File: src/rtl/ps2_line_debouncer.sv
// Two-channel synchronizer and debouncer for the PS/2 clock (channel 0) and data (channel 1) pins.
// A channel output follows its synchronized input only after that level has held for STABLE_CYCLES clocks.

module ps2_line_debouncer_ch #(
  parameter int   STABLE_CYCLES = 19,
  parameter int   SYNC_STAGES   = 2,
  parameter logic RESET_LEVEL   = 1'b1
) (
  input  logic clk,
  input  logic rst,
  input  logic din,
  output logic dout
);

  localparam int CNT_W = $clog2(STABLE_CYCLES + 1);
  localparam logic [CNT_W-1:0] CNT_LAST = CNT_W'(STABLE_CYCLES - 1);

  logic [SYNC_STAGES-1:0] sync_q;
  logic [CNT_W-1:0]       cnt_q;
  logic                   s;

  assign s = sync_q[SYNC_STAGES-1];

  always_ff @(posedge clk) begin
    if (rst) begin
      sync_q <= {SYNC_STAGES{RESET_LEVEL}};
      cnt_q  <= '0;
      dout   <= RESET_LEVEL;
    end else begin
      sync_q <= {sync_q[SYNC_STAGES-2:0], din};
      // Any sample matching the current output discards a partial count.
      if (s == dout) begin
        cnt_q <= '0;
      end else if (cnt_q == CNT_LAST) begin
        dout  <= s;
        cnt_q <= '0;
      end else begin
        cnt_q <= cnt_q + CNT_W'(1);
      end
    end
  end

endmodule

module ps2_line_debouncer #(
  parameter int   STABLE_CYCLES = 19,
  parameter int   SYNC_STAGES   = 2,
  parameter logic RESET_LEVEL   = 1'b1
) (
  input  logic clk,
  input  logic rst,
  input  logic I0,
  input  logic I1,
  output logic O0,
  output logic O1
);

  if (STABLE_CYCLES < 1) begin : g_bad_stable
    $error("ps2_line_debouncer: STABLE_CYCLES must be >= 1");
  end
  if (SYNC_STAGES < 2) begin : g_bad_sync
    $error("ps2_line_debouncer: SYNC_STAGES must be >= 2");
  end

  // Channels share only clk and rst, so simultaneous edges see identical latency.
  ps2_line_debouncer_ch #(
    .STABLE_CYCLES(STABLE_CYCLES),
    .SYNC_STAGES  (SYNC_STAGES),
    .RESET_LEVEL  (RESET_LEVEL)
  ) u_ch0 (
    .clk (clk),
    .rst (rst),
    .din (I0),
    .dout(O0)
  );

  ps2_line_debouncer_ch #(
    .STABLE_CYCLES(STABLE_CYCLES),
    .SYNC_STAGES  (SYNC_STAGES),
    .RESET_LEVEL  (RESET_LEVEL)
  ) u_ch1 (
    .clk (clk),
    .rst (rst),
    .din (I1),
    .dout(O1)
  );

endmodule

File: config.mk
export PLATFORM = sky130hd
export DESIGN_NAME = ps2_line_debouncer
export DESIGN_NICKNAME = d
export VERILOG_FILES = /design/src/rtl/ps2_line_debouncer.sv
export SDC_FILE = /design/constraint.sdc
export NUM_CORES = 1
export LEC_CHECK = 0
export ABC_AREA = 1
export CAP_MARGIN = 40
export CORE_MARGIN = 5
export CORE_UTILIZATION = 29
export CTS_CLUSTER_SIZE = 12
export DETAILED_ROUTE_END_ITERATION = 8
export DONT_BUFFER_PORTS = 1
export GPL_TIMING_DRIVEN = 0
export PLACE_DENSITY_LB_ADDON = 0.2
export SLEW_MARGIN = 25
export SYNTH_ARGS = -nofsm -noshare
export SYNTH_HDL_FRONTEND = slang
export SYNTH_SLANG_ARGS = --single-unit
File: constraint.sdc
create_clock -name clk -period 1.5 [get_ports clk]
set_clock_uncertainty 0.15 [all_clocks]
set_input_delay 0.3 -clock clk [delete_from_list [all_inputs] [get_ports clk]]
set_output_delay 0.3 -clock clk [all_outputs]
set_load 0.005 [all_outputs]
* After elaboration in Yosys (flattened, before gate mapping) *
Cells that the tools add are included.
W data, S select, Z words.

cells by class
  add/sub/neg operators = 2
  eq/ne operators = 4
  bitwise operators = 2
  reductions and logical operators = 4

operators with widths
  kind                   number
  $add A5 B1 Y5 const B  2
  $eq A5 B5 Y1 const B   2
  $reduce_or A3 Y1       2
  $reduce_and A2 Y1      2
  $eq A1 B1 Y1           2
  $not A1 Y1             2

storage, ports and cells
  flip-flop bits (word level) = 16
  input bits = 4
  output and inout port bits = 2
  logic and storage cells = 18

* Longest topological paths before layout *
Gate-level depths: netlist (run 1).

  depth after elaboration = 3
  mapped depth = 7
  gate-level depth less buffers = 7

* Cells and area by module *
A second synthesis (run 1) with hierarchy kept.

second synthesis, totals
  cell total of the unflattened synthesis = 80
  area, all modules = 693.2 um^2

by module, submodules not included
  module                 times used  cells an instance  area each (um^2)  sequential area each (um^2)
  ps2_line_debouncer_ch  2           40                 346.6             160.2

* Least setup slack after synthesis (run 1) *
OpenSTA, ideal clock, no wires.

  path type = register -> register
  from = register u_ch0.cnt_q[0]
  to = register u_ch0.cnt_q[0]
  library setup time = 0.065 ns
  data arrival time = 0.925 ns
  data required time = 1.285 ns
  setup slack = 0.360 ns
  stages on the path, launching flop included = 8
  buffers on the path = 0
  clock period less this slack = 1.140 ns
  cells stage by stage = dfxtp_1 inv_1 ha_1 nand2_1 inv_1 nand2_2 nand3_4 nor2_1

between the ends
  word-level cells in the longest chain between the ends = 2
  elaborated cells on any way between the ends = 3
  those cells by class = add/sub: 1; eq/ne: 1; reduce/logical: 1

RTL lines
  item                                                                   RTL line  RTL
  start, declared                                                        19        logic [CNT_W-1:0] cnt_q;
  start signal, assigned                                                 38        cnt_q <= cnt_q + CNT_W'(1);
  parallel branches: the longest is 2 deep, another holds $add A5 B1 Y5  n/a

Several ways; the timed one is not identified.
A chain may end at the register's enable or synchronous reset.

* Worst setup path in the final report (run 1) *
  from = register u_ch1.cnt_q[0]
  to = register u_ch1.cnt_q[2]

between the ends
  word-level cells in the longest chain between the ends = 2
  elaborated cells on any way between the ends = 3
  those cells by class = add/sub: 1; eq/ne: 1; reduce/logical: 1

RTL lines
  item                                                                   RTL line
  start, declared                                                        19
  start signal, assigned                                                 38
  parallel branches: the longest is 2 deep, another holds $add A5 B1 Y5  n/a

Several ways; the timed one is not identified.

==> results of run 1 <==
-- through the flow --
step	instance area (um^2)	hold slack (ns)	instances	total power [mW]
after floorplan	676.9	0.2395	81	0.4584
after detailed placement	711.9	0.2463	109	0.4614
after CTS	778.2	0.002472	116	0.7528
final	788.3	0.06447	117	0.7437
after global routing	788.3	0.06113	117	0.7823
after global placement	711.9	0.2447	109	0.4611
-- Yosys cell counts, drive strengths merged --
cell	instances	area [um^2]
nor2	16	65.06
xnor2	2	17.52
nand4	4	25.02
ha	4	50.05
inv	9	33.78
nand2	16	65.06
nand3	10	75.07
dfxtp	16	320.3
or2	4	25.02
-- kinds of logic after synthesis --
kind of cell / count (synthesis) / share of synthesized area, %
buf+inv: 9 / 4.990
simple gates: 50 / 37.71
flops: 16 / 47.32
fa+ha+maj: 4 / 7.394
xor+xnor: 2 / 2.588
-- flip-flops by register name (all words and copies together) (netlist names) --
signal	cells
u_ch1.sync_q	2
u_ch0.dout	1
u_ch1.cnt_q	5
u_ch0.cnt_q	5
u_ch0.sync_q	2
u_ch1.dout	1
-- where the power goes --
part,switching [mW],internal [mW],total (mW)
Clock,0.136,0.148,0.284
Combinational,0.0106,0.0144,0.0250
Sequential,0.00377,0.431,0.435
-- final timing paths --
path / to / start / depth (start not counted) / slack [ns]
setup / recovery: u_ch1.cnt_q[2] / u_ch1.cnt_q[0] / 7 / 0.22
hold / removal: u_ch0.cnt_q[1] / rst / 3 / 0.06
setup reg to reg: u_ch1.cnt_q[2] / u_ch1.cnt_q[0] / 7 / 0.22
hold reg to reg: u_ch0.sync_q[1] / u_ch0.sync_q[0] / 1 / 0.27
-- layout make-up --
| class | instances | area share [%] |
|---|---|---|
| well taps | 28 | 4.444 |
| repair buffers | 4 | 5.079 |
| multi-input cells | 56 | 40.95 |
| clock buffers | 4 | 4.603 |
| flip-flops and latches | 16 | 40.63 |
| inverters | 9 | 4.286 |
-- metal layers --
| metal | track usage (%) | vias up | wire, um |
|---|---|---|---|
| met2 | 11.64 | 7 | 492 |
| li1 | - | 273 | - |
| met4 | 5.960 | 0 | 25 |
| met1 | 8.993 | 207 | 509 |
| met5 | 0 | - | 0 |
| met3 | 3.070 | 4 | 49 |
-- critical path, stage by stage (launching register included) --
cell and delay (ns):
sky130_fd_sc_hd__dfxtp_1 0.40, sky130_fd_sc_hd__inv_1 0.06, sky130_fd_sc_hd__ha_1 0.20, sky130_fd_sc_hd__nand2_1 0.06
sky130_fd_sc_hd__inv_1 0.05, sky130_fd_sc_hd__nand2_2 0.08, sky130_fd_sc_hd__nand3_4 0.10, sky130_fd_sc_hd__nor2_1 0.12
==> run summary, run 1 <==
===============================================================================================
Critical path data required time .................................................      1.57 ns
Fin. Hold Viols ..................................................................            0
Sequential fraction of the synthesis area ........................................       47.32%
Total grt overflow ...............................................................            0
Run status ....................................................................... finished clean
All-Layer GR Usage ...............................................................       7.843%
Leak Pwr .........................................................................    0.3300 nW
Number of remaining DRC errors ...................................................            0
CP startpoint kind ...............................................................         flop
Via count of the first global-routing pass .......................................          489
WL per Instance ..................................................................     9.197 um
CP arrival .......................................................................      1.35 ns
Class of the worst hold path ..................................................... input port to flop
Number of warnings reported in the yosys synthesis log ...........................            0
Last weighted congestion value of the routability-driven placer ..................       0.6720
Number of detailed-routing iterations run before antenna repair ..................            2
Die width ........................................................................     58.31 um
H-tree lvl count .................................................................            1
Sinks on Clock Net ...............................................................           16
Average vias per placed instance .................................................        4.197
Highest net fanout along the worst path ..........................................            5
Mapped cell area .................................................................   676.9 um^2
Filler cell count ................................................................          236
Post-route fraction of the period consumed by the critical path ..................       85.60%
Drt total wl .....................................................................      1076 um
Final setup slack of the worst path ..............................................    0.2160 ns
Initial cell density of the core .................................................       30.60%
Area occupied by multi-input gates ...............................................   322.8 um^2
Max Fclk .........................................................................    778.8 MHz
Max clock buf depth ..............................................................            2
Number of input and output port buffers inserted .................................            0
Max transition margin ............................................................       84.05%
Placement Rows ...................................................................           17
FF+latch area ....................................................................   320.3 um^2
Clock period minus final worst setup slack .......................................     1.284 ns
Iteration-0 DRC count of the detailed router .....................................            6
Final Core Density ...............................................................       35.63%
Netlist cell types ...............................................................           12
Largest net degree at the start of global routing ................................           10
First-pass GRT wire length .......................................................      2001 um
Initial antenna violation count ..................................................            0
Unrepaired setup endpoints after global routing ..................................           no
Capturing element type of the critical path ......................................         flop
Setup TNS ........................................................................         0 ns
VDD IR-drop max ..................................................................     558.0 uV
Setup repair bufs after CTS ......................................................            0
Layout Area Growth over Synthesis ................................................       16.45%
Most common library cell in the layout ignoring fill and taps .................... sky130_fd_sc_hd__dfxtp_1
Final Net Count ..................................................................           98
Ant. Diodes ......................................................................            0
Pwr dens ......................................................................... 943.5 nW/um^2
Detail Placement HPWL ............................................................     748.4 um
Yosys reg bits ...................................................................           16
Height of the die ................................................................     58.31 um
Insertion delay to the later sink of the worst-skew pair .........................      0.28 ns
Number of buffers inserted during clock tree synthesis ...........................            3
Highest-count cells in the layout ignoring fill and taps ......................... sky130_fd_sc_hd__dfxtp_1 (16), sky130_fd_sc_hd__nand2_1 (14), sky130_fd_sc_hd__nor2_1 (14)
Number of vias in the routed layout ..............................................          491
Clock input transition at the sequential cells of the worst setup and hold paths .      0.10 ns
Number of endpoints failing setup at the final stage .............................            0
CTS Root Buffer Type ............................................................. sky130_fd_sc_hd__clkbuf_4
Transition time at the pin with the least slew margin ............................    0.2389 ns
Count of maximum capacitance violations ..........................................            0
Antenna Nets Post-Route ..........................................................            0
Core Area ........................................................................    2212 um^2
Pre-CTS setup slack ..............................................................    0.2451 ns
Post-synthesis cell count ........................................................           81
Count of final max-slew check failures ...........................................            0
CTS Hold Buffers Added ...........................................................            3
Post-cts sizing count ............................................................            0
Top-Level Pins ...................................................................            6
Die outline area .................................................................    3400 um^2
TritonCTS clock tree .............................................................          yes
Net Count, Synth .................................................................           89
Kind of critical path ............................................................ flop to flop
Avg Inst Size Synth ..............................................................   8.357 um^2
Fraction of final layout cells sized beyond drive strength 1 .....................       15.73%
===============================================================================================
(Power assumes the default switching activity.)
==> run 2: changes to the inputs <==
Settings changed: CORE_UTILIZATION 29 to 40, SLEW_MARGIN 25 to 30.
==> run 2 against run 1 <==
  * Sequential cell count unchanged
  * Die area decreased by 23%
  * Combinational power fell by 8.8%
  * Critical path depth unchanged
  * Hold slack worse by 0.0050 ns
  * Worst setup slack better by 0.020 ns
  * Global-route usage rose by 2.1 points
  * Final cell count shrank 11%
  * Critical path type unchanged
==> run summary, run 2 (synthesis gave the netlist of run 1 again) <==
===============================================================================================
Placement Rows ...................................................................           14
CP Cell Sequence ................................................................. inv_1 -> ha_1 -> nand2_1 -> inv_1 -> nand2_2 -> nand3_4 -> nor2_1
Clock input transition at the sequential cells of the worst setup and hold paths .      0.09 ns
Final Core Density ...............................................................       48.96%
Via count of the first global-routing pass .......................................          452
Post-cts sizing count ............................................................            0
Antenna Nets Post-Route ..........................................................            0
Max Fclk .........................................................................    790.9 MHz
Post-route fraction of the period consumed by the critical path ..................       84.29%
CTS Root Buffer Type ............................................................. sky130_fd_sc_hd__clkbuf_4
Average vias per placed instance .................................................        4.663
Initial antenna violation count ..................................................            0
Drt total wl .....................................................................      1017 um
Final setup slack of the worst path ..............................................    0.2356 ns
Top-Level Pins ...................................................................            6
Number of vias in the routed layout ..............................................          485
Count of final max-slew check failures ...........................................            0
Highest net fanout along the worst path ..........................................            5
Unrepaired setup endpoints after global routing ..................................           no
Initial cell density of the core .................................................       43.42%
Capturing element type of the critical path ......................................         flop
Number of buffers inserted during clock tree synthesis ...........................            3
Core Area ........................................................................    1559 um^2
Regs by FF count ................................................................. u_ch0.cnt_q: 5 flops, u_ch1.cnt_q: 5 flops
CP arrival .......................................................................      1.34 ns
TritonCTS clock tree .............................................................          yes
Count of maximum capacitance violations ..........................................            0
Fraction of final layout cells sized beyond drive strength 1 .....................       15.91%
Die width ........................................................................     51.14 um
Transition time at the pin with the least slew margin ............................    0.2451 ns
Clock period minus final worst setup slack .......................................     1.264 ns
Run status ....................................................................... finished clean
VDD IR-drop max ..................................................................     656.3 uV
Setup TNS ........................................................................         0 ns
First-pass GRT wire length .......................................................      1828 um
Iteration-0 DRC count of the detailed router .....................................            8
Post-Layout Cell Count ...........................................................          104
Most prevalent standard cell on the critical path ................................ sky130_fd_sc_hd__inv_1
Sinks on Clock Net ...............................................................           16
Detail Placement HPWL ............................................................     720.5 um
Setup repair bufs after CTS ......................................................            0
Reg2reg path depth ...............................................................            7
Max clock buf depth ..............................................................            2
Placed Instances .................................................................           97
Min-Delay Path Depth .............................................................            3
Leak Pwr .........................................................................    0.3258 nW
H-tree lvl count .................................................................            1
Number of input and output port buffers inserted .................................            0
Most common library cell in the layout ignoring fill and taps .................... sky130_fd_sc_hd__dfxtp_1
Total grt overflow ...............................................................            0
Pwr dens ......................................................................... 969.6 nW/um^2
Final Net Count ..................................................................           97
Number of detailed-routing iterations run before antenna repair ..................            3
Height of the die ................................................................     51.14 um
Number of endpoints failing setup at the final stage .............................            0
Largest net degree at the start of global routing ................................           10
Highest-count cells in the layout ignoring fill and taps ......................... sky130_fd_sc_hd__dfxtp_1 (16), sky130_fd_sc_hd__nand2_1 (14), sky130_fd_sc_hd__nor2_1 (14)
Class of the worst hold path ..................................................... input port to flop
Max transition margin ............................................................       83.64%
Critical path's largest stage delay ..............................................      0.40 ns
Kind of critical path ............................................................ flop to flop
Critical path data required time .................................................      1.57 ns
Ant. Diodes ......................................................................            0
Layout Area Growth over Synthesis ................................................       12.75%
Die outline area .................................................................    2615 um^2
Fin. Hold Viols ..................................................................            0
CP max-delay cell ................................................................ sky130_fd_sc_hd__dfxtp_1
All-Layer GR Usage ...............................................................       9.909%
Pre-CTS setup slack ..............................................................    0.2465 ns
Flop2flop setup slack ............................................................      0.24 ns
Number of remaining DRC errors ...................................................            0
Last weighted congestion value of the routability-driven placer ..................       0.7297
Insertion delay to the later sink of the worst-skew pair .........................      0.28 ns
WL per Instance ..................................................................     9.779 um
CP startpoint kind ...............................................................         flop
===============================================================================================
run 2: routing by layer:
metal / wire length, um / share of wire [%] / vias up / GRT usage [%]
li1: - / - / 269 / -
met1: 505 / 50 / 207 / 11.17
met2: 431 / 42 / 5 / 14.38
met3: 35 / 3.4 / 4 / 3.488
met4: 43 / 4.2 / 0 / 9.417
met5: 0 / 0 / - / 0
run 2: metrics by stage:
stage                     power (mW)  area (um^2)  hold WS (ns)
after floorplan               0.4584        676.9        0.2395
after global placement        0.4606        696.9        0.2455
after detailed placement      0.4608        696.9        0.2468
after CTS                     0.7551        763.2       0.04947
after global routing          0.7800        763.2       0.05548
final                         0.7400        763.2       0.05942
run 2: area by class of cell:
class	instances	area, um^2
Tap cell	16	20.02
Inverter	9	33.78
Sequential cell	16	320.3
Timing Repair Buffer	3	30.03
Fill cell	147	795.8
Clock buffer	4	36.28
Multi-Input combinational cell	56	322.8
run 2: what timing repair did:
item                       in CTS  in global routing
hold buffers                    3                  0
setup endpoints to repair       0                  0
hold endpoints to repair        6                  0
run 2: worst paths after layout:
path / start / end
max: u_ch0.cnt_q[0] / u_ch0.cnt_q[4]
min: rst / u_ch0.cnt_q[1]
max reg2reg: u_ch0.cnt_q[0] / u_ch0.cnt_q[4]
min reg2reg: u_ch1.sync_q[0] / u_ch1.sync_q[1]
run 2: worst max-delay path, delay by kind of cell, from the launching register on:
kind          cells  cell delay [ns]
simple gates      4             0.35
flops             1             0.40
buf+inv           2             0.12
fa+ha+maj         1             0.19
run 2: power by group:
group          internal [mW]  switching, mW
Sequential             0.431        0.00381
Combinational         0.0126         0.0102
Clock                  0.148          0.135
Total                  0.591          0.149
==> run 3: changes to the inputs <==
Clock period 1.5 ns to 1.3 ns, I/O delays scaled along.
==> run 3 against run 2 <==
  * Clock power increased by 16%
  * Worst setup slack worse by 0.13 ns
  * Sequential share of layout area fell by 0.62 points
  * Count of clock-buffer cells in the layout unchanged
  * Sequential power is 15% higher
  * Non-clock buffer count grew 2
  * Global-route usage unchanged
  * Largest cell class is now sequential cells
  * Highest routed layer unchanged
  * Combinational power is 29% higher
==> run summary, run 3 (synthesis gave the netlist of run 1 again) <==
===============================================================================================
Leak Pwr .........................................................................    0.3375 nW
Via count of the first global-routing pass .......................................          452
Core Area ........................................................................    1559 um^2
WL per Instance ..................................................................     9.792 um
Placed Instances .................................................................           97
Post-Layout Cell Count ...........................................................          106
Sinks on Clock Net ...............................................................           16
Kind of critical path ............................................................ flop to flop
Critical path data required time .................................................      1.37 ns
CP arrival .......................................................................      1.27 ns
Ant. Diodes ......................................................................            0
Final Net Count ..................................................................           99
Post-route fraction of the period consumed by the critical path ..................       91.73%
Max Fclk .........................................................................    838.6 MHz
Top-Level Pins ...................................................................            6
Placement Rows ...................................................................           14
Overall power consumption ........................................................    0.8566 mW
Average vias per placed instance .................................................        4.689
Highest net fanout along the worst path ..........................................            5
First-pass GRT wire length .......................................................      1828 um
Transition time at the pin with the least slew margin ............................    0.2454 ns
Count of maximum capacitance violations ..........................................            0
Layout Area Growth over Synthesis ................................................       15.34%
Die width ........................................................................     51.14 um
Number of vias in the routed layout ..............................................          497
Regs by FF count ................................................................. u_ch0.cnt_q: 5 flops, u_ch1.cnt_q: 5 flops
H-tree lvl count .................................................................            1
Largest net degree at the start of global routing ................................           10
Max clock buf depth ..............................................................            2
Clock input transition at the sequential cells of the worst setup and hold paths .      0.09 ns
CP startpoint kind ...............................................................         flop
Number of input and output port buffers inserted .................................            0
Reg2reg path depth ...............................................................            7
Die outline area .................................................................    2615 um^2
Number of detailed-routing iterations run before antenna repair ..................            3
Fraction of final layout cells sized beyond drive strength 1 .....................       20.00%
Height of the die ................................................................     51.14 um
Total grt overflow ...............................................................            0
Initial cell density of the core .................................................       43.42%
Unrepaired setup endpoints after global routing ..................................           no
Class of the worst hold path ..................................................... input port to flop
Run status ....................................................................... finished clean
Fin. Hold Viols ..................................................................            0
Number of buffers inserted during clock tree synthesis ...........................            3
Initial antenna violation count ..................................................            0
TritonCTS clock tree .............................................................          yes
Count of final max-slew check failures ...........................................            0
Setup TNS ........................................................................         0 ns
Number of remaining DRC errors ...................................................            0
Drt total wl .....................................................................      1038 um
Iteration-0 DRC count of the detailed router .....................................            8
Insertion delay to the later sink of the worst-skew pair .........................      0.28 ns
Pwr dens ......................................................................... 1097 nW/um^2
Antenna Nets Post-Route ..........................................................            0
Max transition margin ............................................................       83.62%
Min-Delay Path Depth .............................................................            3
Detail Placement HPWL ............................................................     720.5 um
VDD IR-drop max ..................................................................     757.3 uV
Number of endpoints failing setup at the final stage .............................            0
CTS Root Buffer Type ............................................................. sky130_fd_sc_hd__clkbuf_4
Clock period minus final worst setup slack .......................................     1.193 ns
Capturing element type of the critical path ......................................         flop
All-Layer GR Usage ...............................................................       9.909%
Last weighted congestion value of the routability-driven placer ..................       0.7297
Highest-count cells in the layout ignoring fill and taps ......................... sky130_fd_sc_hd__nand2_1 (14), sky130_fd_sc_hd__nor2_1 (14), sky130_fd_sc_hd__dfxtp_1 (14)
===============================================================================================
run 3: changes by cell type in the layout (fill, tap and decap cells not counted), sizes merged:
cell,previous run,this run
buf,0,2
run 3: where the power goes:
group	internal (mW)	switching (mW)	total, mW
logic	0.0164	0.0130	0.0295
clock network	0.171	0.155	0.326
registers	0.498	0.00374	0.501
run 3: path summary, 6_finish.rpt:
path,startpoint,end,slack [ns]
hold / removal,rst,u_ch0.cnt_q[0],0.01
setup / recovery,u_ch0.cnt_q[0],u_ch0.cnt_q[4],0.11
setup reg to reg,u_ch0.cnt_q[0],u_ch0.cnt_q[4],0.11
hold reg to reg,u_ch1.sync_q[0],u_ch1.sync_q[1],0.27
run 3: what timing repair did:
action | CTS | global route
setup endpoints to repair | 0 | 10
endpoints found under the hold margin | 6 | 0
gates resized for setup | 0 | 2
hold buffers | 3 | 0
buffers inserted | 0 | 2
run 3: critical path: stages (launching register included):
cell and delay, ns:
sky130_fd_sc_hd__dfxtp_2 0.36, sky130_fd_sc_hd__inv_1 0.05, sky130_fd_sc_hd__ha_1 0.18, sky130_fd_sc_hd__nand2_1 0.06
sky130_fd_sc_hd__inv_1 0.05, sky130_fd_sc_hd__nand2_2 0.08, sky130_fd_sc_hd__nand3_4 0.10, sky130_fd_sc_hd__nor2_1 0.11
run 3: layout make-up:
cell class,instances,area [um^2]
clock buffers,4,36.28
fillers,146,778.2
inverters,9,33.78
multi-input cells,56,322.8
flip-flops and latches,16,322.8
well taps,16,20.02
repair buffers,5,45.04
run 3: metal layers:
| layer | global-route usage (%) | vias to the layer above | share of wire, % |
|---|---|---|---|
| met5 | 0 | - | 0 |
| met4 | 9.417 | 0 | 4.1 |
| met1 | 11.17 | 215 | 49 |
| met2 | 14.38 | 5 | 43 |
| li1 | - | 273 | - |
| met3 | 3.488 | 4 | 3.4 |
run 3: stage by stage:
step	instance area [um^2]	util, %	setup WS (ns)	hold slack, ns
final	780.7	50.08	0.1075	0.01284
after global routing	780.7	50.08	0.004879	0.009843
after CTS	763.2	48.96	0.02255	0.009474
after detailed placement	696.9	44.70	0.04650	0.2173
after global placement	696.9	44.70	0.08390	0.2165
after floorplan	676.9	-	0.1605	0.2138
